$ cat config.mk
export PLATFORM = sky130hd
export DESIGN_NAME = prbs9_ref_lfsr
export DESIGN_NICKNAME = d
export VERILOG_FILES = /design/src/rtl/ber_pkg.sv /design/src/rtl/prbs9_ref_lfsr.sv
export SDC_FILE = /design/constraint.sdc
export NUM_CORES = 1
export LEC_CHECK = 0
export CAP_MARGIN = 40
export CORE_AREA = 2 2 39 41
export DETAILED_ROUTE_END_ITERATION = 12
export DIE_AREA = 0 0 41 43
export PLACE_DENSITY = 0.55
export SYNTH_ARGS = -nofsm -noshare
export SYNTH_HDL_FRONTEND = slang
export SYNTH_SLANG_ARGS = --single-unit
$ cat constraint.sdc
create_clock -name clock -period 2.8 [get_ports clock]
set_input_delay 0.84 -clock clock [delete_from_list [all_inputs] [get_ports clock]]
set_output_delay 0.84 -clock clock [all_outputs]
set_load 0.02 [all_outputs]
$ cat src/rtl/ber_pkg.sv
// Shared definitions for the PRBS9 BER checker: FSM state encoding and PRBS9
// tap geometry (b[n] = b[n-9] ^ b[n-5]).
package ber_pkg;

  typedef enum logic [1:0] {
    ST_IDLE  = 2'd0,
    ST_LOAD  = 2'd1,
    ST_CHECK = 2'd2
  } state_t;

  localparam int LFSR_LEN = 9;
  localparam int TAP_A    = 8;
  localparam int TAP_B    = 4;
  localparam int NB_LOAD  = $clog2(LFSR_LEN + 1);

  function automatic logic prbs9_next(input logic [LFSR_LEN-1:0] lfsr);
    return lfsr[TAP_A] ^ lfsr[TAP_B];
  endfunction

endpackage

$ cat src/rtl/prbs9_ref_lfsr.sv
// Local PRBS9 reference: shifts received bits in while loading, otherwise
// free-runs on its own feedback so channel errors never propagate.
module prbs9_ref_lfsr
  import ber_pkg::*;
(
  input  logic clock,
  input  logic i_reset,
  input  logic i_shift,
  input  logic i_load,
  input  logic i_rx,
  output logic o_exp
);

  logic [LFSR_LEN-1:0] lfsr_q;
  logic [LFSR_LEN-1:0] lfsr_d;
  logic                exp_bit;

  // NOTE: every always_comb output gets a default before any branch, so no
  // path can leave it unassigned and infer a latch.
  always_comb begin
    exp_bit = prbs9_next(lfsr_q);
    lfsr_d  = lfsr_q;
    if (i_shift) begin
      lfsr_d = {lfsr_q[LFSR_LEN-2:0], (i_load ? i_rx : exp_bit)};
    end
  end

  // NOTE: state registers use non-blocking assignments so every flop samples
  // pre-edge values regardless of process evaluation order.
  always_ff @(posedge clock or negedge i_reset) begin
    if (!i_reset) lfsr_q <= '0;
    else          lfsr_q <= lfsr_d;
  end

  assign o_exp = exp_bit;

endmodule

==> results by group, run 1 <==
Global routing
  • Largest net degree at the start of global routing: 12
  • Total GRT Usage: under 10%
  • Number of global-route vias before repair: 221
  • First-pass GRT wire length: 945 um
  • Initial antenna violation count: 0
  • Total gr overflow: 0

Pwr
  • Cell Pwr Density: 991 mW/mm2
  • Leak pwr: 0.205 nW
  • Max VDD drop: 0.190 mV

Yosys
  • Synth Area in Simple Gates: 5.17%
  • Avg Cell Area, Syn: 15.8 um2
  • Count of cell types in the netlist: 8
  • Adder-cell share of the synthesized area: 0%
  • Syn Std Cell Area: 363 um2
  • Mux share of post-synthesis cell area: 24.8%
  • Compound-Gate Fraction of Synth Area: approximately 2.4%
  • FF+latch count, synth: 9
  • Synth area leaders: dfrtp_1 (62%), mux2_2 (19%), mux2_1 (6.2%), nor2b_1 (3.4%), buf_6 (3.1%)
  • Warnings from Yosys: 0
  • Net Count, Synth: 28
  • Xor/xnor share of the synthesized area: 2.41%
  • Main combinational cell family by area after synthesis: multiplexers
  • Mapped Cells: 23
  • Seq/Total Area, Yosys: slightly above 60%
  • Top cell type's share of synthesized area: 62.1%
  • Yosys top cell by area: dfrtp_1

Critical path
  • Critical path arrival: around 1.5 ns
  • WS Path Type: reg2out
  • Worst Setup End Kind: output pin
  • Critical Path Start: lfsr_q[4]
  • Req. time, crit path: a little under 2 ns
  • Critical path fanouts, max: 3
  • Max incr delay on CP: around 0.64 ns
  • CP bufs+invs: 1
  • CP Cell Sequence: xor2_1, clkdlybuf4s50_1
  • Slowest-stage cell, CP: clkdlybuf4s50_1
  • Worst r2r src: lfsr_q[4]
  • Gate family responsible for the most delay along the worst path: buffers and inverters
  • Crit start category: flop

Clock network
  • Num CTS Buffers: 3
  • Clock tree sinks: 9
  • Setup repair bufs after CTS: 0
  • Root Driver: clkbuf_4
  • Post_cts resized: 0
  • Worst-Skew Late Latency: 0.25 ns
  • H-tree levels: 1
  • CTS tree: yes
  • Clock tree buffer depth: 2
  • Hold buffers post-CTS: 0
  • Clock-pin slew on the worst setup and hold paths: ~0.060 ns

Timing
  • Endpoints failing hold: 0
  • Final TNS setup: 0 ns
  • Fin crit share: between 80 and 90%
  • Max_slew headroom: between 70 and 80%
  • RSZ-0062 raised after global routing: false
  • Hold_ws: 0.488 ns
  • Final Skew: 0.000848 ns
  • Worst-margin pin slew: 0.417 ns
  • Final count of pins violating max slew: 0
  • Setup-failing EPs final: 0
  • Achievable frequency: 0.426 GHz
  • Final min period: 2.35 ns

Floorplanning
  • Core area: 0.00138 mm2
  • I/O Pins: 6
  • Starting Density: 26.2%
  • Die height: 43 um
  • Die Span X: 41 um
  • Cell Rows: 14
  • Die area: around 0.0018 mm2

Routing
  • Remaining antenna violation count after routing: 0
  • Wl on met1: 185 um
  • Met2 Wirelength: 322 um
  • First-pass iteration count of the detailed router: 1
  • DR top layer: met3
  • DRC Markers: 0
  • Vias: 206
  • WL/cell: 12.1 um
  • Iter 0 DRT Violations: 0
  • Total Wirelength: approximately 570 um
  • Via density per instance: 4.38
  • Metal3 WL: 59 um

Status
  • Status: finished, final reports clean

Placed design
  • Port bufs: 5
  • GP Congestion: 0.541
  • DP Area: approximately 420 um2
  • Placed cells: 43

Cells and area
  • Area growth, synth to finish: 23.4%
  • Regs by FF count: lfsr_q: 9 flops
  • Share of post-route cells with drive strength above 1: 29.0%
  • Commonest cells after routing, fill and taps aside: dfrtp_1 (9), mux2_2 (6), clkdlybuf4s50_1 (5), clkbuf_4 (3)
  • Max reg flops: 9
  • Fill cells: 144
  • Fin util: 32.4%
  • Post-Layout Cell Count: 47
  • Antenna cells: 0
  • Cell area after layout: 448 um2
  • Nets: 37
  • Most common cell after layout, fill and taps aside: dfrtp_1
  • Largest Register: lfsr_q

Hold path
  • Hold Crit Start: lfsr_q[5]
  • Type of the worst min-delay path: reg2reg

Run
  • MaxCap Viol Count: 0
[worst paths after layout]
kind / end / slack (ns) / cells past startpoint
worst min register to register: lfsr_q[5] / 0.49 / 1
worst max register to register: lfsr_q[0] / 1.85 / 2
worst max-delay path: o_exp / 0.45 / 2
worst min-delay path: lfsr_q[5] / 0.49 / 1
max in group asynchronous: lfsr_q[6] / 1.65 / 1
min in group asynchronous: lfsr_q[3] / 0.88 / 1
[per-layer routing]
metal  up-vias  GRT usage [%]
met1       105           7.64
met5         -              0
met2         6           13.4
met3         0           6.28
li1         95              -
met4         0           10.0
[logic make-up after synthesis]
kind of cell    count (synthesis)
buf+inv                         1
flops                           9
mux                             8
simple gates                    3
compound gates                  1
xor+xnor                        1
[area by class of cell]
type / instances / area, um2 / share of cell area, %
Sequential cell: 9 / 225 / 50.3
Multi-Input combinational cell: 13 / 126 / 28.2
Tap cell: 16 / 20.0 / 4.47
Timing Repair Buffer: 5 / 50.0 / 11.2
Clock buffer: 4 / 26.3 / 5.87
[power by group]
group	switching, mW	total [mW]	leakage [nW]	internal (mW)
clock network	0.0403	0.0949	0.0150	0.0546
registers	0.0323	0.222	0.111	0.190
logic	0.0504	0.127	0.0788	0.0766
total	0.123	0.444	0.205	0.321
[synthesized netlist by cell type (all sizes together)]
cell type / n
a211o: 1
and3: 1
buf: 1
dfrtp: 9
mux2: 8
nor2b: 2
xor2: 1
[per-stage QoR]
| stage | total power, mW | setup WS [ns] |
|---|---|---|
| floorplan | 0.299 | 1.18 |
| global placement | 0.345 | 0.725 |
| detailed placement | 0.355 | 0.675 |
| CTS | 0.456 | 0.411 |
| global route | 0.477 | 0.362 |
| finish | 0.444 | 0.452 |
Note: power is estimated with default switching activity, not from simulation.
==> run 2: changes to the inputs <==
--- a/config.mk
+++ b/config.mk
@@ -9,7 +9,7 @@
 export CORE_AREA = 2 2 39 41
 export DETAILED_ROUTE_END_ITERATION = 12
 export DIE_AREA = 0 0 41 43
-export PLACE_DENSITY = 0.55
+export PLACE_DENSITY = 0.57
 export SYNTH_ARGS = -nofsm -noshare
 export SYNTH_HDL_FRONTEND = slang
 export SYNTH_SLANG_ARGS = --single-unit
==> constraint.sdc (replaced) <==
create_clock -name clock -period 1.97 [get_ports clock]
set_input_delay 0.591 -clock clock [delete_from_list [all_inputs] [get_ports clock]]
set_output_delay 0.591 -clock clock [all_outputs]
set_load 0.02 [all_outputs]
==> run 2 against run 1 <==
  * Clock skew up 0.00080 ns
  * Die area did not move
  * Via count up 0.97%
  * Wire length fell by 3.0%
  * Critical path type unchanged
  * Register-to-register slack got worse by 0.82 ns
  * First-iteration DRC count is the same
==> results by group, run 2 (synthesis gave the netlist of run 1 again) <==
Floorplanning
  • Core area: 0.00138 mm2
  • I/O Pins: 6
  • Die area: 0.00176 mm2
  • Die height: 43 um
  • Cell Rows: 14
  • Die Span X: around 41 um
  • Starting Density: between 20% and 30%

Clock network
  • Worst-Skew Late Latency: 0.25 ns
  • H-tree levels: 1
  • CTS tree: yes
  • Num CTS Buffers: 3
  • Clock-pin slew on the worst setup and hold paths: 0.06 ns
  • Clock tree buffer depth: 2
  • Hold buffers post-CTS: 0
  • Clock tree sinks: 9
  • Root Driver: clkbuf_4

Timing
  • Worst-margin pin slew: 0.381 ns
  • Fin crit share: 91.3%
  • Achievable frequency: roughly 0.56 GHz
  • Endpoints failing hold: 0
  • Final count of pins violating max slew: 0
  • Final Skew: approximately 0.0016 ns
  • Final min period: between 1.5 and 2 ns
  • RSZ-0062 raised after global routing: false
  • Max_slew headroom: 74.5%
  • Setup-failing EPs final: 0
  • Final TNS setup: 0 ns

Global routing
  • Initial antenna violation count: 0
  • First-pass GRT wire length: 910 um
  • Number of global-route vias before repair: 233
  • Total GRT Usage: under 10%
  • Total gr overflow: 0
  • Largest net degree at the start of global routing: 10

Routing
  • Total Wirelength: 550 um
  • WL/cell: 11.2 um
  • First-pass iteration count of the detailed router: 1
  • Via density per instance: 4.24
  • Iter 0 DRT Violations: 0
  • DRC Markers: 0
  • Remaining antenna violation count after routing: 0
  • Vias: approximately 210

Placed design
  • Port bufs: 5
  • GP Congestion: 0.579
  • DP Area: approximately 440 um2

Cells and area
  • FF/Latch Area: 225 um2
  • Max reg flops: 9
  • Area growth, synth to finish: 27.2%
  • Largest Register: lfsr_q
  • Commonest cells after routing, fill and taps aside: dfrtp_1 (9), mux2_2 (6), clkdlybuf4s50_1 (4), clkbuf_4 (3)
  • Area of the multi-input gates: around 130 um2
  • Share of post-route cells with drive strength above 1: 33.3%
  • Regs by FF count: lfsr_q: 9 flops
  • Fill cells: 144
  • Cell area after layout: 462 um2
  • Most common cell after layout, fill and taps aside: dfrtp_1
  • Antenna cells: 0
  • Nets: 39
  • Fin util: 33.4%

Pwr
  • Leak pwr: approximately 0.22 nW
  • Max VDD drop: 0.304 mV
  • Cell Pwr Density: 1340 mW/mm2

Run
  • MaxCap Viol Count: 0

Critical path
  • Req. time, crit path: 1.38 ns
  • Critical path fanouts, max: 3
  • Critical path arrival: 1.21 ns
  • Crit start category: flop
  • WS Path Type: reg2out
  • Worst Setup End Kind: output pin

Status
  • Status: finished, final reports clean

Hold path
  • Type of the worst min-delay path: reg2reg
run 2: changes by cell type in the layout (fill, tap and decap cells not counted), sizes merged:
cell / delta
clkdlybuf4s50: -1
dlygate4sd2: +1
buf: +2
run 2: what timing repair did:
| action | CTS | global route |
|---|---|---|
| setup buffers | 0 | 0 |
| setup endpoints to repair | 1 | 0 |
| hold endpoints to repair | 0 | 0 |
| resized for setup | 1 | 0 |
run 2: layout make-up:
class                   count  area share [%]
repair buffers              7            13.8
flip-flops and latches      9            48.8
well taps                  16            4.34
clock buffers               4            5.69
multi-input cells          13            27.4
run 2: path summary, 6_finish.rpt:
kind                                start         to  slack [ns]  depth (start not counted)
worst max register to register  lfsr_q[4]  lfsr_q[0]        1.03                          2
worst min register to register  lfsr_q[3]  lfsr_q[4]        0.49                          1
min in group asynchronous         i_reset  lfsr_q[2]        0.63                          1
max in group asynchronous         i_reset  lfsr_q[4]        1.07                          1
worst max-delay path            lfsr_q[4]      o_exp        0.17                          2
worst min-delay path            lfsr_q[3]  lfsr_q[4]        0.49                          1
run 2: through the flow:
stage	total power, mW	hold slack (ns)	std cells	worst slack (ns)
2_1_floorplan	0.425	0.295	23	0.601
3_3_place_gp	0.492	0.476	45	0.186
3_5_place_dp	0.508	0.484	45	0.127
4_1_cts	0.634	0.498	49	0.133
5_1_grt	0.668	0.520	49	0.0887
6_report	0.618	0.495	49	0.171
run 2: worst max-delay path, stage by stage (launching register included):
cell and delay, ns:
dfrtp_1 0.39, xor2_1 0.20, dlygate4sd2_1 0.36
run 2: layer usage:
| layer | track usage [%] | vias to the layer above | share of wire [%] |
|---|---|---|---|
| met5 | 0 | - | 0 |
| met1 | 7.02 | 102 | 41 |
| met4 | 6.00 | 0 | 0 |
| met3 | 6.28 | 0 | 9.1 |
| li1 | - | 100 | - |
| met2 | 13.1 | 6 | 50 |
run 2: power by group:
part	internal, mW	switching, mW
registers	0.269	0.0442
logic	0.0979	0.0739
clock network	0.0774	0.0550
==> run 3: changes to the inputs <==
--- a/config.mk
+++ b/config.mk
@@ -5,11 +5,12 @@
 export SDC_FILE = /design/constraint.sdc
 export NUM_CORES = 1
 export LEC_CHECK = 0
+export ABC_AREA = 1
 export CAP_MARGIN = 40
 export CORE_AREA = 2 2 39 41
 export DETAILED_ROUTE_END_ITERATION = 12
 export DIE_AREA = 0 0 41 43
-export PLACE_DENSITY = 0.57
+export PLACE_DENSITY = 0.58
 export SYNTH_ARGS = -nofsm -noshare
 export SYNTH_HDL_FRONTEND = slang
 export SYNTH_SLANG_ARGS = --single-unit
==> run 3 against run 2 <==
  * Setup slack better by 0.060 ns
  * Synthesized cell count rose by 83%
  * Combinational power fell by 57%
  * Highest routed layer is now met4
==> results by group, run 3 <==
Status
  • Status: finished, final reports clean

Cells and area
  • Commonest cells after routing, fill and taps aside: nand2_1 (16), dfrtp_1 (9), inv_1 (5), o21ai_0 (5), clkdlybuf4s50_1 (4)
  • Max reg flops: 9
  • Largest Register: lfsr_q
  • FF/Latch Area: 225 um2
  • Nets: 56
  • Cell area after layout: 458 um2
  • Most common cell after layout, fill and taps aside: nand2_1
  • Area of the multi-input gates: 110 um2
  • Antenna cells: 0
  • Share of post-route cells with drive strength above 1: between 10% and 20%
  • Area growth, synth to finish: 22.4%
  • Fill cells: 159
  • Regs by FF count: lfsr_q: 9 flops

Floorplanning
  • Cell Rows: 14
  • Starting Density: around 27%
  • Core area: 0.00138 mm2
  • I/O Pins: 6
  • Die height: 43 um
  • Die Span X: 41 um
  • Die area: 0.00176 mm2

Yosys
  • Warnings from Yosys: 0
  • Count leader, synth: nand2_1
  • Seq/Total Area, Yosys: 60.2%
  • FF+latch count, synth: 9
  • Top_reg_cell synth: dfrtp_1
  • Avg Cell Area, Syn: just under 9 um2
  • Share of synthesized flip-flops with an asynchronous set or reset: between 90% and 100%
  • Synth area leaders: dfrtp_1 (60%), nand2_1 (16%), o21ai_0 (6.7%), inv_1 (5.0%), buf_6 (3.0%)
  • Count of cell types in the netlist: 10
  • Post-synth EDFFs: 0
  • Syn Std Cell Area: 374 um2
  • Net Count, Synth: 47
  • Yosys top cell by area: dfrtp_1
  • Top cell type's share of synthesized area: 60.2%
  • Mapped Cells: between 40 and 50
  • Synth cell count leaders: nand2_1 (16), dfrtp_1 (9), inv_1 (5), o21ai_0 (5), o21ai_1 (2)

Clock network
  • Clock-pin slew on the worst setup and hold paths: roughly 0.060 ns
  • CTS tree: yes
  • Clock tree buffer depth: 2
  • Clock tree sinks: 9
  • Num CTS Buffers: 3
  • H-tree levels: 1
  • Setup repair bufs after CTS: 0
  • Worst-Skew Late Latency: 0.26 ns
  • Root Driver: clkbuf_4

Timing
  • Final Skew: roughly 0.0072 ns
  • Endpoints failing hold: 0
  • Final WS setup: 0.231 ns
  • Final TNS setup: 0 ns
  • Final min period: 1.74 ns
  • Fin crit share: approximately nine tenths
  • Achievable frequency: 0.575 GHz
  • Worst-margin pin slew: 0.423 ns
  • Max_slew headroom: 71.7%
  • Setup-failing EPs final: 0
  • Final count of pins violating max slew: 0
  • RSZ-0062 raised after global routing: false

Placed design
  • Port bufs: 5
  • DP Area: 433 um2
  • DP Worst Slack: approximately 0.23 ns
  • Post-DP HPWL: 466 um
  • GP Congestion: slightly above 0.7

Hold path
  • Hold depth: 2
  • Type of the worst min-delay path: reg2reg
  • WHS Endpoint: lfsr_q[1]
  • Hold Crit Start: lfsr_q[1]

Critical path
  • Reg2Reg Setup Slack: 1.20 ns
  • Crit start category: flop
  • Req. time, crit path: between 1 and 1.5 ns
  • Worst Setup End Kind: output pin
  • Critical path fanouts, max: 3
  • Reg2Reg Capture Point: lfsr_q[0]
  • WS Path Type: reg2out
  • Worst r2r src: lfsr_q[8]
  • Worst R2R Path Depth: 5
  • Critical path arrival: ~1.2 ns

Routing
  • DRC Markers: 0
  • Remaining antenna violation count after routing: 0
  • Iter 0 DRT Violations: 0
  • First-pass iteration count of the detailed router: 1
  • WL/cell: 9.47 um
  • Total Wirelength: ~630 um
  • Via density per instance: ~3.9
  • Vias: between 200 and 300

Pwr
  • Cell Pwr Density: 964 mW/mm2
  • Tot Pwr: 0.441 mW
  • Max VDD drop: 0.312 mV
  • Leak pwr: 0.224 nW

Run
  • MaxCap Viol Count: 0

Global routing
  • Total gr overflow: 0
  • Largest net degree at the start of global routing: 11
  • Total GRT Usage: 9.95%
  • First-pass GRT wire length: 1080 um
  • Initial antenna violation count: 0
  • Number of global-route vias before repair: 261
[run 3: what timing repair did]
item,4_1_cts,5_1_grt
endpoints found under the hold margin,0,0
endpoints found under the setup margin,1,0
resized for setup,1,0
hold buffers,0,0
[run 3: per-stage QoR]
stage | hold WS [ns] | instances | util (%)
6_report | 0.477 | 66 | 33.1
5_1_grt | 0.514 | 66 | 33.1
4_1_cts | 0.486 | 66 | 33.1
3_5_place_dp | 0.470 | 62 | 31.3
3_3_place_gp | 0.464 | 62 | 31.3
2_1_floorplan | 0.295 | 42 | -
[run 3: layout make-up]
cell class	instances	share of cell area (%)
Timing Repair Buffer	5	10.7
Multi-Input combinational cell	26	24.0
Sequential cell	9	49.2
Inverter	6	6.01
Tap cell	16	4.37
Clock buffer	4	5.74
[run 3: critical path, stage by stage (launching register included)]
cell and delay [ns]:
dfrtp_1 0.37, inv_1 0.08, nand2_1 0.07, nand2_1 0.05
dlygate4sd2_1 0.32
[run 3: how the worst max path moves through the flow]
stage,start,end,slack (ns),cells after the start
after floorplan,lfsr_q[4],o_exp,0.75,3
after global routing,lfsr_q[8],o_exp,0.14,4
final,lfsr_q[4],o_exp,0.23,4
after CTS,lfsr_q[4],o_exp,0.21,4
after detailed placement,lfsr_q[4],o_exp,0.23,4
after global placement,lfsr_q[8],o_exp,0.24,4
[run 3: cells by family after synthesis]
| kind of cell | synth area share, % |
|---|---|
| compound gates | 9.36 |
| buf+inv | 10.4 |
| flops | 60.2 |
| simple gates | 20.1 |
[run 3: layer usage]
metal  vias up  track usage [%]  wire, um
li1        146                -         -
met1       106             11.7       310
met3         2             3.14        25
met5         -                0         0
met4         0             12.0        19
met2         6             12.2       270
[run 3: power breakdown]
group	switching [mW]	leakage, nW	internal, mW
Sequential	0.0138	0.116	0.215
Clock	0.0612	0.0150	0.0779
Combinational	0.0436	0.0931	0.0301
Total	0.119	0.224	0.323
